<file path="src/rtl/ri_pkg.sv">
// Shared types and helpers for the ring_stepper position generator.
package ri_pkg;

  localparam int unsigned N_POS = 26;
  localparam int unsigned POS_W = 5;

  typedef logic [N_POS-1:0] onehot_t;
  typedef logic [POS_W-1:0] pos_t;

  typedef enum logic {
    DIR_UP   = 1'b0,
    DIR_DOWN = 1'b1
  } dir_e;

  // True when idx names a real position (1..N_POS).
  function automatic logic idx_valid(input pos_t idx);
    return (idx != '0) && (idx <= pos_t'(N_POS));
  endfunction

  // One-hot word for a valid position index; bit k stands for position k+1.
  function automatic onehot_t idx_to_onehot(input pos_t idx);
    return onehot_t'(1) << (idx - pos_t'(1));
  endfunction

endpackage

</file>
<file path="src/rtl/key_edge.sv">
// Step-key conditioner: optional 2-flop synchronizer plus rising-edge detector.
// Build macro RI_KEY_SYNC_EN inserts the synchronizer for asynchronous keys.
module key_edge (
  input  logic clk,
  input  logic reset,
  input  logic key,
  output logic pulse
);

`ifdef RI_KEY_SYNC_EN
  logic       meta;
  logic       sync;
  logic [1:0] fill;
  logic       armed;

  // Synchronize the key; arm only once the chain holds a real sample and the
  // key was seen low, so a key held through reset never fires on release.
  always_ff @(posedge clk) begin
    if (reset) begin
      meta  <= 1'b0;
      sync  <= 1'b0;
      fill  <= '0;
      armed <= 1'b0;
    end else begin
      meta  <= key;
      sync  <= meta;
      fill  <= {fill[0], 1'b1};
      armed <= fill[1] & ~sync;
    end
  end

  assign pulse = sync & armed;
`else
  logic armed;

  // armed holds "key was low last cycle"; cleared by reset so a held key
  // must be released before it can pulse again.
  always_ff @(posedge clk) begin
    if (reset) begin
      armed <= 1'b0;
    end else begin
      armed <= ~key;
    end
  end

  assign pulse = key & armed;
`endif

endmodule

</file>
<file path="src/rtl/ring_stepper.sv">
// One-hot 26-position ring stepper feeding hexdriver.val.
// Steps on prescaler tick or step-key press, up or down, with direct load.
// Build macro RI_KEY_SYNC_EN adds a key synchronizer (see key_edge).
module ring_stepper
  import ri_pkg::*;
#(
  parameter int unsigned DIV = 50_000_000
) (
  input  logic    clk,
  input  logic    reset,
  input  logic    run,
  input  logic    dir,
  input  logic    step_key,
  input  logic    load,
  input  pos_t    load_idx,
  output onehot_t val,
  output pos_t    pos,
  output logic    wrap,
  output logic    load_err
);

  localparam int unsigned   CW       = (DIV > 1) ? $clog2(DIV) : 1;
  localparam logic [CW-1:0] CNT_LAST = CW'(DIV - 1);

  logic [CW-1:0] cnt;
  logic          tick;
  logic          key_pulse;
  dir_e          step_dir;

  assign tick     = run && (cnt == CNT_LAST);
  assign step_dir = dir_e'(dir);

  key_edge u_key_edge (
    .clk   (clk),
    .reset (reset),
    .key   (step_key),
    .pulse (key_pulse)
  );

  // Prescaler and position register; load beats key beats tick, and any
  // losing event in a cycle is dropped rather than queued.
  always_ff @(posedge clk) begin
    if (reset) begin
      cnt      <= '0;
      val      <= onehot_t'(1);
      pos      <= pos_t'(1);
      wrap     <= 1'b0;
      load_err <= 1'b0;
    end else begin
      wrap     <= 1'b0;
      load_err <= 1'b0;
      if (load) begin
        if (idx_valid(load_idx)) begin
          val <= idx_to_onehot(load_idx);
          pos <= load_idx;
          cnt <= '0;
        end else begin
          load_err <= 1'b1;
        end
      end else begin
        if (run) begin
          cnt <= tick ? '0 : cnt + CW'(1);
        end
        if (key_pulse || tick) begin
          if (step_dir == DIR_UP) begin
            val <= {val[N_POS-2:0], val[N_POS-1]};
            if (pos == pos_t'(N_POS)) begin
              pos  <= pos_t'(1);
              wrap <= 1'b1;
            end else begin
              pos <= pos + pos_t'(1);
            end
          end else begin
            val <= {val[0], val[N_POS-1:1]};
            if (pos == pos_t'(1)) begin
              pos  <= pos_t'(N_POS);
              wrap <= 1'b1;
            end else begin
              pos <= pos - pos_t'(1);
            end
          end
        end
      end
    end
  end

endmodule
</file>
<file path="config.mk">
export PLATFORM = sky130hd
export DESIGN_NAME = ring_stepper
export DESIGN_NICKNAME = d
export VERILOG_FILES = /design/src/rtl/ri_pkg.sv /design/src/rtl/key_edge.sv /design/src/rtl/ring_stepper.sv
export SDC_FILE = /design/constraint.sdc
export NUM_CORES = 1
export LEC_CHECK = 0
export CAP_MARGIN = 25
export CORE_UTILIZATION = 45
export DETAILED_ROUTE_END_ITERATION = 10
export PLACE_DENSITY = 0.66
export SLEW_MARGIN = 20
export SYNTH_ARGS = -nofsm -noshare
export SYNTH_HDL_FRONTEND = slang
export SYNTH_SLANG_ARGS = --single-unit
</file>
<file path="constraint.sdc">
create_clock -name clk -period 3.9 [get_ports clk]
set_input_delay 0.78 -clock clk [delete_from_list [all_inputs] [get_ports clk]]
set_output_delay 0.78 -clock clk [all_outputs]
set_load 0.02 [all_outputs]
</file>
==> qor.txt <==
STATUS
--------------------------------------------------------------------------------------------------------
Status                                                                                      finished, final reports clean

SYNTHESIS
--------------------------------------------------------------------------------------------------------
Synth async-reset ratio                                                                               0%
Post-synthesis area per instance                                                              8.27 sq um
Ys flop type                                                                                sky130_fd_sc_hd__dfxtp_1
Fraction of post-synthesis cell area in the top cell type by area                                  32.1%
Post-Syn Area                                                                                 3740 sq um
Top cells by area, synth                                                                    sky130_fd_sc_hd__dfxtp_1 32%, sky130_fd_sc_hd__a21oi_1 7.9%, sky130_fd_sc_hd__mux2i_1 6.7%
Total number of yosys warnings                                                                         0
Sequential element share of the synthesized area                                                   32.1%
Register bit count reported by yosys                                                                  60
Number of enable-type register cells in the synthesized netlist                                        0
Number of distinct standard cells referenced by the synthesized netlist                               65
Syn nets                                                                                             468
Count of mapped cells out of synthesis                                                               452
Synth area leader                                                                           sky130_fd_sc_hd__dfxtp_1

CLOCKING
--------------------------------------------------------------------------------------------------------
Number of buffers on the longest clock path                                                            2
H-tree Lvls                                                                                            3
PostCTS Resize Cnt                                                                                     0
Post-CTS setup-driven buffer insertion count                                                           0
CTS tree                                                                                             yes
Number of sinks driven by the clock tree                                                              60
Later-pin clock latency in the skew report                                                        350 ps
CTS root buf                                                                                sky130_fd_sc_hd__clkbuf_8
CTS Hold Bufs                                                                                          0
Number of buffers created by CTS                                                                       9
Post-CTS clock slew at the launch and capture registers of the worst setup and hold paths          70 ps

PLACE
--------------------------------------------------------------------------------------------------------
Dpl hpwl                                                                                         6690 um
Buffers added on ports                                                                                43
Routability cong.                                                                                  0.877

FINAL LAYOUT
--------------------------------------------------------------------------------------------------------
Commonest cells after routing, fill and taps aside                                          60 x sky130_fd_sc_hd__dfxtp_1, 59 x sky130_fd_sc_hd__a21oi_1, 41 x sky130_fd_sc_hd__clkdlybuf4s50_1
Share of post-route cells with drive strength above 1                                              11.9%
Final standard cell utilization of the core                                                        55.8%
Diodes inserted                                                                                        0
Layout Area Growth over Synthesis                                                                  17.7%
Post-layout nets                                                                                     492
Most common library cell in the layout ignoring fill and taps                               sky130_fd_sc_hd__dfxtp_1

POWER AND IR DROP
--------------------------------------------------------------------------------------------------------
Total leakage power                                                                              1.51 nW
Worst vdd ir                                                                                    0.280 mV
Cell area power density                                                                      401 nW/um^2

TIMING
--------------------------------------------------------------------------------------------------------
Final hold violation count                                                                             0
Final total negative setup slack                                                                    0 ps
Worst Tran Pin Value                                                                              977 ps
Max Clk Rate                                                                                     351 MHz
Max-slew headroom at the worst pin                                                                 34.9%
Period utilization                                                                                 73.1%
Worst Skew                                                                                       11.8 ps
Unrepaired setup endpoints after global routing                                                       no
Final-report setup violation count                                                                     0
Min Clock Period, post-route                                                                     2850 ps
Final max-slew violation count                                                                         0

GLOBAL ROUTING
--------------------------------------------------------------------------------------------------------
Maximum number of pins on one net before global-route repair                                          45
Global-route usage over all layers                                                                 23.6%
Initial antenna violation count                                                                        0
Wire length of the first global-routing pass                                                    16300 um
Total gr overflow                                                                                      0
Vias in the first global route                                                                      3357

SETUP PATH
--------------------------------------------------------------------------------------------------------
Signal arrival time at the worst endpoint                                                        3080 ps
Type of element launching the critical path                                                 primary input
Largest fanout on the critical path                                                                   33
Category of the critical setup timing path                                                  primary input to register
Critical path required time                                                                      4130 ps
Endpoint type of the worst setup path                                                           register

FLOORPLANNING
--------------------------------------------------------------------------------------------------------
Placement row count                                                                                   32
Number of I/O pins                                                                                    44
Effective utilization at floorplan                                                                 47.4%
Die boundary height                                                                              93.1 um
Die Span X                                                                                       93.1 um
Placeable core region                                                                         7890 sq um
Area enclosed by the die boundary                                                             8670 sq um

DRT
--------------------------------------------------------------------------------------------------------
Antenna violation net count after detailed routing                                                     0
Iter 0 DRT Violations                                                                                252
Number of iterations in the first detailed-routing pass                                                5
Routed wire length per instance                                                                  17.0 um
Drt total wl                                                                                     9900 um
Via density                                                                                         6.26
DRC                                                                                                    0
Via total after detailed routing                                                                    3651

FLOW RUN
--------------------------------------------------------------------------------------------------------
Max-cap violations                                                                                     0

HOLD PATH
--------------------------------------------------------------------------------------------------------
Min-delay worst type                                                                        register to register

==> Yosys cell counts (3+ instances only) <==
master                     instances
sky130_fd_sc_hd__dfxtp_1          60
sky130_fd_sc_hd__a21oi_1          59
sky130_fd_sc_hd__nor2_1           31
sky130_fd_sc_hd__mux2i_1          25
sky130_fd_sc_hd__nand2_1          25
sky130_fd_sc_hd__nor3_1           23
sky130_fd_sc_hd__a31oi_1          22
sky130_fd_sc_hd__nand3_1          22
sky130_fd_sc_hd__a211oi_2         17
sky130_fd_sc_hd__clkbuf_1         13
sky130_fd_sc_hd__buf_2            12
sky130_fd_sc_hd__inv_1            12
sky130_fd_sc_hd__nand4_1          12
sky130_fd_sc_hd__o21ai_0          11
sky130_fd_sc_hd__o22ai_1           8
sky130_fd_sc_hd__buf_6             7
sky130_fd_sc_hd__ha_1              5
sky130_fd_sc_hd__nor4_1            5
sky130_fd_sc_hd__and3_1            4
sky130_fd_sc_hd__and4_1            4
sky130_fd_sc_hd__nand2b_1          4
sky130_fd_sc_hd__o21ai_1           4
sky130_fd_sc_hd__a22o_1            3
sky130_fd_sc_hd__buf_1             3
sky130_fd_sc_hd__nand4b_1          3
sky130_fd_sc_hd__nor2b_1           3
sky130_fd_sc_hd__o32a_1            3
sky130_fd_sc_hd__xnor2_1           3
==> logic make-up after synthesis <==
kind of cell / synth area share, %
flops: 32.1
compound gates: 29.0
xor+xnor: 1.17
simple gates: 22.3
buf+inv: 6.73
mux: 7.00
fa+ha+maj: 1.67
==> final timing paths <==
path               startpoint      end  slack [ps]  depth (start not counted)
min reg2reg  u_key_edge.armed     wrap         490                          2
max reg2reg            cnt[0]  val[10]        1380                          7
min          u_key_edge.armed     wrap         490                          2
max               load_idx[2]   val[0]        1050                          6
==> registers in the layout, summed over array words and instances (netlist names) <==
register,count
val,26
pos,5
wrap,1
load_err,1
cnt,26
u_key_edge.armed,1
==> metal layers <==
metal | vias to the layer above | share of wire, % | global-route usage (%)
met3 | 15 | 4.8 | 3.66
li1 | 1771 | - | -
met2 | 116 | 44 | 35.1
met4 | 0 | 1.4 | 9.36
met5 | - | 0 | 0
met1 | 1749 | 50 | 34.0
==> layout make-up <==
type,instances,area [sq um]
Clock buffer,10,138
Inverter,12,45.0
Multi-Input combinational cell,344,2290
Timing Repair Buffer,49,465
Fill cell,751,3490
Tap cell,102,128
Sequential cell,60,1200
Clock inverter,6,135
==> worst max-delay path, stage by stage <==
cell,delay (ps)
sky130_fd_sc_hd__clkdlybuf4s50_1,610
sky130_fd_sc_hd__or4_4,620
sky130_fd_sc_hd__o22ai_2,160
sky130_fd_sc_hd__nand2_2,420
sky130_fd_sc_hd__a211oi_1,410
sky130_fd_sc_hd__a21oi_1,60
==> where the power goes <==
part | internal [W] | switching (W) | total (W) | leakage (nW)
logic | 0.000135 | 0.000179 | 0.000314 | 0.895
registers | 0.000641 | 0.0000401 | 0.000681 | 0.490
clock network | 0.000506 | 0.000264 | 0.000770 | 0.129
==> per-stage QoR <==
step	hold WS, ps	std cells	cell area [sq um]	total power, W	setup slack [ps]
6_report	487	583	4400	0.00177	1050
5_1_grt	502	583	4400	0.00183	928
4_1_cts	482	583	4400	0.00177	1070
3_5_place_dp	472	567	4130	0.00101	710
3_3_place_gp	461	567	4130	0.00100	770
2_1_floorplan	428	452	3740	0.000902	1710
No activity file was read; power rests on OpenSTA's default activity.
==> RTL edit (config.mk and constraints unchanged) <==
Add an input register stage for `step_key`; this delays it by one clock. The other inputs are not delayed to match.
--- a/src/rtl/ring_stepper.sv
+++ b/src/rtl/ring_stepper.sv
@@ -22,6 +22,12 @@
   localparam int unsigned   CW       = (DIV > 1) ? $clog2(DIV) : 1;
   localparam logic [CW-1:0] CNT_LAST = CW'(DIV - 1);
 
+  logic step_key_q;
+
+  always_ff @(posedge clk) begin
+    step_key_q <= step_key;
+  end
+
   logic [CW-1:0] cnt;
   logic          tick;
   logic          key_pulse;
@@ -33,7 +39,7 @@
   key_edge u_key_edge (
     .clk   (clk),
     .reset (reset),
-    .key   (step_key),
+    .key   (step_key_q),
     .pulse (key_pulse)
   );
 
Function: changed (a bounded check fails within 4 cycles, from zero or initial values and one cycle with reset high).
==> RTL edit against the original RTL <==
- final area decreased by 1.5%
- wire length is 1.6% higher
- setup slack better by 0.092 ns
- non-clock buffer count is 1 higher
- clock skew fell by 0.0014 ns
- final cell count rose by 0.34%
- register-to-register slack gained 0.29 ns
- clock power shrank 34%
- count of clock-buffer cells in the layout increased by 2
- sequential cell count up 1
- largest cell class unchanged
- critical endpoint is now val[3]
- power is 14% lower
- synthesized area up 0.54%
==> RTL edit: results (changes against the original RTL) <==
** Placement
- Post-detailed-placement half-perimeter wirelength :: 6.58 mm (-1.5%)
- The weighted congestion at the end of routability-driven global placement came to 0.859 (-2.0%).
- The post-detailed-placement cell area came to 4160 µm² (+0.67%).

** Logic synthesis
- The area share of xor/xnor cells in the synthesized design came to 0.0117 (-0.0000624).
- Complex-gate fraction of the synthesized area :: 0.289 (-0.00155)
- Adder-cell share of the synthesized area :: 0.0167 (-0.0000892)
- The sequential element share of the synthesized area was 0.325 (+0.00362).
- Portion of netlist area occupied by mux cells :: 0.0696 (-0.000373)
- By area the synthesized netlist is led by dfxtp_1, a21oi_1, mux2i_1.
- Post-Synthesis Net Count :: 469 (+0.21%)
- Sorting the synthesized cells by how often they occur yields dfxtp_1, a21oi_1, nor2_1.

** Worst hold path
- The path with the worst hold slack has its endpoint at u_key_edge.armed.
- The worst hold path begins at step_key_q.
- Hold path cells :: 1 (-1)

** Global route
- The routing usage on met3 came to 0.0528 (+0.0163).
- The global-route met2 utilization was 0.356 (+0.00490).
- Combined global-route utilization of all metal layers :: 0.241 (+0.00423)
- The global-route wire length before repair was 16.5 mm (+0.93%).

** Worst setup path
- The most critical setup path has its startpoint at load_idx[1].
- Data arrival at the endpoint of the critical path :: 2.96 ns (-0.12 ns)
- Critical path's largest stage delay :: 0.57 ns (-0.05 ns)
- The number of cells on the worst reg-to-reg path is 7 (unchanged).

** Drt
- Met3 routed wirelength :: 646 µm (+37%)
- Met1 Routed Length :: 4.79 mm (-2.6%)
- The number of violations reported at the end of detailed-routing iteration 0 is 246 (-2.4%).
- Detailed-route wire length :: 10.1 mm (+1.6%)
- Wire length on met2 :: 4.51 mm (+3.2%)

** Layout
- The number of nets in the layout is 494 (+0.41%).
- Share of final-layout standard cells stronger than drive strength 1 :: 0.118 (-0.000491)
- The fill cell instance count of the final layout is 717 (-4.5%).

** Timing
- The final setup skew was 0.0104 ns (-0.00139 ns).
- Relative slew slack :: 0.395 (+0.0459)

** Pwr
- The clock-net power is 0.512 mW (-34%).
- Combinational share of power :: 0.207 (+0.029)
- The leakage component of the power is 1.49 nW (-1.5%).
- Max rail drop VDD :: 183 µV (-35%)
- The total combinational power was 0.315 mW (about the same).

** Status
- The flow ran to the end, and the final reports show no timing, DRC or antenna violations.
-- RTL edit: through the flow --
stage | instances | worst slack (ns) | hold slack [ns] | utilization
4_1_cts | 585 | 1.19 | 0.450 | 0.549
2_1_floorplan | 453 | 1.71 | 0.413 | -
6_report | 585 | 1.14 | 0.448 | 0.549
3_3_place_gp | 569 | 0.872 | 0.424 | 0.527
3_5_place_dp | 569 | 0.838 | 0.435 | 0.527
5_1_grt | 585 | 1.06 | 0.482 | 0.549
-- RTL edit: cell type report --
| class | instances | area (µm²) | share of cell area |
|---|---|---|---|
| Sequential cell | 61 | 1220 | 0.282 |
| Inverter | 12 | 45.0 | 0.0104 |
| Multi-Input combinational cell | 344 | 2290 | 0.528 |
| Tap cell | 102 | 128 | 0.0295 |
| Timing Repair Buffer | 50 | 473 | 0.109 |
| Clock buffer | 12 | 155 | 0.0358 |
| Clock inverter | 4 | 22.5 | 0.00520 |
